<file path="config.mk">
export PLATFORM = sky130hd
export DESIGN_NAME = msk_frame_sync
export DESIGN_NICKNAME = d
export VERILOG_FILES = /design/src/rtl/msk_pkg.sv /design/src/rtl/msk_popcount.sv /design/src/rtl/msk_frame_sync.sv
export SDC_FILE = /design/constraint.sdc
export NUM_CORES = 1
export LEC_CHECK = 0
export BUFFER_PORTS_ARGS = -buffer_cell sky130_fd_sc_hd__buf_4
export CAP_MARGIN = 20
export CORE_MARGIN = 5
export CORE_UTILIZATION = 45
export DETAILED_ROUTE_END_ITERATION = 16
export PLACE_DENSITY_LB_ADDON = 0.05
export SLEW_MARGIN = 20
export SYNTH_ARGS = -nofsm -noshare
export SYNTH_HDL_FRONTEND = slang
export SYNTH_SLANG_ARGS = --single-unit
</file>
<file path="constraint.sdc">
create_clock -name clk -period 7.06 [get_ports clk]
set_input_delay 0.353 -clock clk [delete_from_list [all_inputs] [get_ports clk]]
set_output_delay 0.353 -clock clk [all_outputs]
set_load 0.01 [all_outputs]
</file>
<file path="src/rtl/msk_pkg.sv">
// rtl/msk_pkg.sv - shared types and constants for the MSK frame synchronizer
//
// Purpose: state encoding, default sync word and byte width used by
// msk_frame_sync and its testbench.
// Ports: none (package).

package msk_pkg;

  typedef enum logic [0:0] {
    SEARCH  = 1'b0,
    PAYLOAD = 1'b1
  } fsync_state_t;

  // CCSDS attached sync marker, sent MSB first.
  localparam logic [31:0] MSK_DEFAULT_SYNC = 32'h1ACF_FC1D;

  localparam int MSK_BYTE_W = 8;

endpackage

</file>
<file path="src/rtl/msk_popcount.sv">
// rtl/msk_popcount.sv - combinational Hamming weight of a W-bit vector
//
// Purpose: counts set bits; used to measure sync-word bit mismatches.
// Ports:
//   vec   in  W               vector to weigh
//   count out $clog2(W+1)     number of ones in vec

module msk_popcount #(
  parameter int W = 32
) (
  input  logic [W-1:0]           vec,
  output logic [$clog2(W+1)-1:0] count
);

  localparam int CW = $clog2(W + 1);

  always_comb begin
    count = '0;
    for (int i = 0; i < W; i++) begin
      count = count + CW'(vec[i]);
    end
  end

endmodule

</file>
<file path="src/rtl/msk_frame_sync.sv">
// rtl/msk_frame_sync.sv - MSK bit-stream frame synchronizer and byte deframer
//
// Purpose: searches the hard-bit stream for SYNC_WORD (up to MAX_ERR bit
// mismatches), then packs the next PAYLOAD_BYTES bytes MSB first with
// start/end-of-frame markers.
// Optional feature: define MSK_FSYNC_INV_EN to also accept the inverted sync
// word; payload of such a frame is re-inverted and inverted_o is set.
// Ports:
//   clk, reset_n (async, active low)
//   data_i, data_valid_i          hard bit in + strobe
//   byte_o, byte_valid_o          payload byte out + strobe
//   sof_o, eof_o                  first / last payload byte markers
//   sync_det_o                    pulse on sync acceptance
//   locked_o                      high while receiving payload
//   inverted_o                    current frame used the inverted sync word
//   frame_cnt_o                   completed frames (wraps)

module msk_frame_sync
  import msk_pkg::*;
#(
  parameter int                SYNC_W        = 32,
  parameter logic [SYNC_W-1:0] SYNC_WORD     = SYNC_W'(MSK_DEFAULT_SYNC),
  parameter int                MAX_ERR       = 2,
  parameter int                PAYLOAD_BYTES = 64
) (
  input  logic                  clk,
  input  logic                  reset_n,
  input  logic                  data_i,
  input  logic                  data_valid_i,
  output logic [MSK_BYTE_W-1:0] byte_o,
  output logic                  byte_valid_o,
  output logic                  sof_o,
  output logic                  eof_o,
  output logic                  sync_det_o,
  output logic                  locked_o,
  output logic                  inverted_o,
  output logic [15:0]           frame_cnt_o
);

  localparam int PC_W = $clog2(SYNC_W + 1);
  localparam int BC_W = (PAYLOAD_BYTES > 1) ? $clog2(PAYLOAD_BYTES) : 1;
  localparam logic [BC_W-1:0] LAST_BYTE = BC_W'(PAYLOAD_BYTES - 1);

  fsync_state_t          state;
  // Only the previous SYNC_W-1 bits need storing: the candidate window is
  // completed by the incoming bit.
  logic [SYNC_W-2:0]     hist;
  logic [SYNC_W-1:0]     cand;
  logic [PC_W-1:0]       fill;
  logic [PC_W-1:0]       err_true;
  logic                  window_full;
  logic                  hit_true;
  logic                  sync_hit;
  logic                  pay_bit;
  logic [MSK_BYTE_W-2:0] asm_q;
  logic [2:0]            bit_cnt;
  logic [BC_W-1:0]       byte_cnt;

  assign cand = {hist, data_i};

  msk_popcount #(.W(SYNC_W)) u_pc_true (
    .vec   (cand ^ SYNC_WORD),
    .count (err_true)
  );

  // Window holds SYNC_W fresh bits once the incoming bit is the SYNC_W-th
  // since entering SEARCH (or the fill count has already saturated).
  assign window_full = (fill == PC_W'(SYNC_W - 1)) || (fill == PC_W'(SYNC_W));
  assign hit_true    = window_full && (int'(err_true) <= MAX_ERR);

`ifdef MSK_FSYNC_INV_EN
  logic [PC_W-1:0] err_inv;
  logic            hit_inv;

  msk_popcount #(.W(SYNC_W)) u_pc_inv (
    .vec   (cand ^ ~SYNC_WORD),
    .count (err_inv)
  );

  assign hit_inv  = window_full && (int'(err_inv) <= MAX_ERR);
  assign sync_hit = hit_true || hit_inv;
  assign pay_bit  = data_i ^ inverted_o;

  // A true hit takes precedence when both polarities match.
  always_ff @(posedge clk or negedge reset_n) begin
    if (!reset_n) begin
      inverted_o <= 1'b0;
    end else if (data_valid_i && (state == SEARCH) && sync_hit) begin
      inverted_o <= !hit_true;
    end
  end
`else
  assign sync_hit   = hit_true;
  assign pay_bit    = data_i;
  assign inverted_o = 1'b0;
`endif

  always_ff @(posedge clk or negedge reset_n) begin
    if (!reset_n) begin
      state        <= SEARCH;
      hist         <= '0;
      fill         <= '0;
      asm_q        <= '0;
      bit_cnt      <= '0;
      byte_cnt     <= '0;
      byte_o       <= '0;
      byte_valid_o <= 1'b0;
      sof_o        <= 1'b0;
      eof_o        <= 1'b0;
      sync_det_o   <= 1'b0;
      locked_o     <= 1'b0;
      frame_cnt_o  <= '0;
    end else begin
      byte_valid_o <= 1'b0;
      sof_o        <= 1'b0;
      eof_o        <= 1'b0;
      sync_det_o   <= 1'b0;
      if (data_valid_i) begin
        hist <= cand[SYNC_W-2:0];
        case (state)
          SEARCH: begin
            if (fill != PC_W'(SYNC_W)) fill <= fill + PC_W'(1);
            if (sync_hit) begin
              state      <= PAYLOAD;
              sync_det_o <= 1'b1;
              locked_o   <= 1'b1;
              bit_cnt    <= '0;
              byte_cnt   <= '0;
            end
          end
          PAYLOAD: begin
            asm_q   <= {asm_q[MSK_BYTE_W-3:0], pay_bit};
            bit_cnt <= bit_cnt + 3'd1;
            if (bit_cnt == 3'd7) begin
              byte_o       <= {asm_q, pay_bit};
              byte_valid_o <= 1'b1;
              sof_o        <= (byte_cnt == '0);
              if (byte_cnt == LAST_BYTE) begin
                // Back to SEARCH with an empty window so the next sync word
                // must arrive complete.
                eof_o       <= 1'b1;
                locked_o    <= 1'b0;
                state       <= SEARCH;
                fill        <= '0;
                byte_cnt    <= '0;
                frame_cnt_o <= frame_cnt_o + 16'd1;
              end else begin
                byte_cnt <= byte_cnt + BC_W'(1);
              end
            end
          end
          default: state <= SEARCH;
        endcase
      end
    end
  end

endmodule

</file>
==> run_results.csv <==
group,metric,value,unit
worst_setup_path,cp-start-kind,"flip-flop",
global_route,top_usage_layer,"met2",
layout,drive_gt1_share,16.9,%
global_route,grt_start_max_net_pins,65,
synth,ys.warnings.count,0,
pwr,p_switching,1.18,mW
clocking,cts_tree,"done",
worst_setup_path,path_cells,"ha_1 > inv_1 > fa_1 > fa_1 > fa_1 > fa_1 > inv_1 > fa_1 > inv_1 > fa_1 > inv_1 > fa_1 > fa_1 > a221o_1 > nor3_4 > o311ai_0",
synth,ys_async_sr_fraction,100,%
layout,fin_nets,475,
synth,synth_edf_count,0,
synth,yosysSeqAreaShare,47.5,%
synth,ys_seq_elements,83,
synth,synth_area_leaders,"dfrtp_1 (48%), fa_1 (11%), nand2_1 (5.3%)",
floorplanning,die_y,109,um
outcome,outcome,"completed",
pwr,p_leak,2.47,nW
route,route.detailed.drc,0,
worst_setup_path,cpMaxStageDelayCell,"fa_1",
route,drt-vias-per-instance,4.99,
floorplanning,die_width,109,um
timing,layout_min_cycle_time,5.80,ns
route,totalWireLength,8090,um
pwr,intPower,1.39,mW
timing,period_share,82.1,%
timing,final-hold-violation-count,0,
timing,slew_violations,0,
route,wl_per_cell,14.2,um
job,drv_cap,0,
synth,yosysUniqueCellTypes,50,
synth,synth_top_area_share,47.5,%
timing,max_freq,172,MHz
pwr,swShare,45.8,%
synth,synth_nets,444,
pwr,power_frac_comb,60.0,%
route,firstDrtPassIters,4,
timing,skew,0.0100,ns
clocking,clk_latency,0.36,ns
route,ant_nets,0,
clocking,cts-root-buf,"clkbuf_8",
placed_design,gp_congestion,0.815,
global_route,use_met1,21.0,%
timing,worst_pin_slew,0.708,ns
pwr,clockPowerShare,15.5,%
floorplanning,ios,34,
clocking,clock_path_buffers,2,
clocking,ctsResizeCount,0,
worst_setup_path,critical-path-top-delay-family,"adder cells",
worst_setup_path,path_max_fanout,10,
worst_setup_path,cp.arrival,6.00,ns
timing,finalSetupTns,0,ns
global_route,grt_pass1_wl,14400,um
route,drtIter0Drc,98,
clocking,cts-buffers-inserted,9,
global_route,antenna_found_initial,0,
global_route,track_usage,15.9,%
timing,holdWs,0.227,ns
synth,synth_area,0.00437,mm2
floorplanning,rows,36,
timing,rsz0062_at_grt,"false",
worst_setup_path,cp-end-kind,"flip-flop",
pwr,seqPwrFrac,24.6,%
placed_design,dp_hpwl,5730,um
floorplanning,start_util,45.3,%
worst_setup_path,crit_top_cell,"fa_1",
clocking,post_cts_buffers,0,
layout,areaGrowthSynthToFinish,13.5,%
layout,fin_area,0.00496,mm2
layout,num_antenna_cells,0,
global_route,met2_usage,25.7,%
worst_setup_path,required,7.26,ns
worst_setup_path,regToRegSetupSlack,1.26,ns
layout,final_util,51.5,%
placed_design,place_area,0.00472,mm2
timing,slew-limit-headroom,52.4,%
global_route,use_met3,2.81,%
worst_setup_path,path_class,"flip-flop to flip-flop",
synth,synth_top_area_cell,"dfrtp_1",
global_route,grt_pass1_vias,2952,
synth,synthFlopType,"dfrtp_1",
layout,fillers,902,
synth,yosys-top-cells-count,"dfrtp_1 (83), nand2_1 (62), inv_1 (60)",
worst_setup_path,max_stage_delay,0.54,ns
synth,yosysMostFrequentCell,"dfrtp_1",
pwr,ir_worst_vdd,663,uV
synth,syn_inst,401,
worst_hold_path,hold_class,"primary input to flip-flop",
clocking,hold_buffers,1,
floorplanning,dieArea,0.0118,mm2
worst_setup_path,critPathBufInv,4,
floorplanning,core,0.00964,mm2
route,num_vias,2842,
clocking,clock_sinks,83,
global_route,grt_overflow,0,
clocking,htreeDepth,3,
clocking,clkTransAtPathRegs,0.09,ns
timing,final-setup-viol-count,0,
synth,syn_avg_cell_area,10.9,um2
pwr,powerDensity,518,mW/mm2
placed_design,numPortBuffers,32,
## state kept, by name, indices dropped and copies added, names as in the netlist
signal / flops
hist: 31
frame_cnt_o: 16
byte_o: 8
asm_q: 7
byte_cnt: 6
fill: 6
bit_cnt: 3
byte_valid_o: 1
eof_o: 1
locked_o: 1
sof_o: 1
state: 1
sync_det_o: 1
## layout by cell type (no fill, tap or decap), types with 4 or more instances in the layout
master and instances:
nor2b_1 4, mux2_2 20, fa_1 24, clkbuf_8 10, a21oi_1 5, xnor2_1 13, mux2i_1 6, nand3_1 4
nand4_1 9, o311ai_0 5, inv_1 60, a22o_1 4, buf_4 33, o21ai_0 25, and3_1 7, ha_1 15
nand2_1 62, dfrtp_1 83
## worst paths after layout
check,from,end,cells past startpoint
min in group asynchronous,reset_n,frame_cnt_o[10],2
worst max-delay path,hist[0],byte_cnt[3],16
max in group asynchronous,reset_n,hist[21],3
worst min register to register,frame_cnt_o[15],frame_cnt_o[15],1
worst min-delay path,data_i,hist[0],2
worst max register to register,hist[0],byte_cnt[3],16
## layout make-up
type                            count  area, um2  share of cell area (%)
Clock buffer                       10        138                    2.77
Multi-Input combinational cell    242       1990                    40.2
Sequential cell                    83       2080                    41.9
Timing Repair Buffer               34        258                    5.20
Tap cell                          133        166                    3.36
Inverter                           62        233                    4.69
Clock inverter                      6       93.8                    1.89
## cells by family after synthesis
family / synth area share (%)
flip-flops: 47.5
buffers and inverters: 6.84
XOR/XNOR: 3.21
adder cells (fa/ha/maj): 15.3
AND/OR/NAND/NOR: 12.5
AO/OA/AOI/OAI: 8.02
other: 0.0858
multiplexers: 6.53
## power by group through the flow
stage,clock (mW),sequential (mW),combinational (mW)
5_1_grt,0.429,0.646,1.85
6_report,0.397,0.632,1.54
3_5_place_dp,0,0.643,1.55
4_1_cts,0.408,0.634,1.57
3_3_place_gp,0,0.643,1.52
2_1_floorplan,0,0.619,1.28
## per-layer routing
metal	vias to the layer above	part of all wire, %
met5	-	0
met4	0	2.2
met3	11	2.4
met2	30	47
met1	1407	48
li1	1394	-
## through the flow
stage,power [mW],setup slack (ns),std cells
after CTS,2.62,1.24,570
after floorplan,1.90,1.57,401
after global routing,2.93,0.986,570
after global placement,2.16,1.23,553
final,2.57,1.26,570
after detailed placement,2.20,1.13,553
Power figures use the tool's default switching activity.
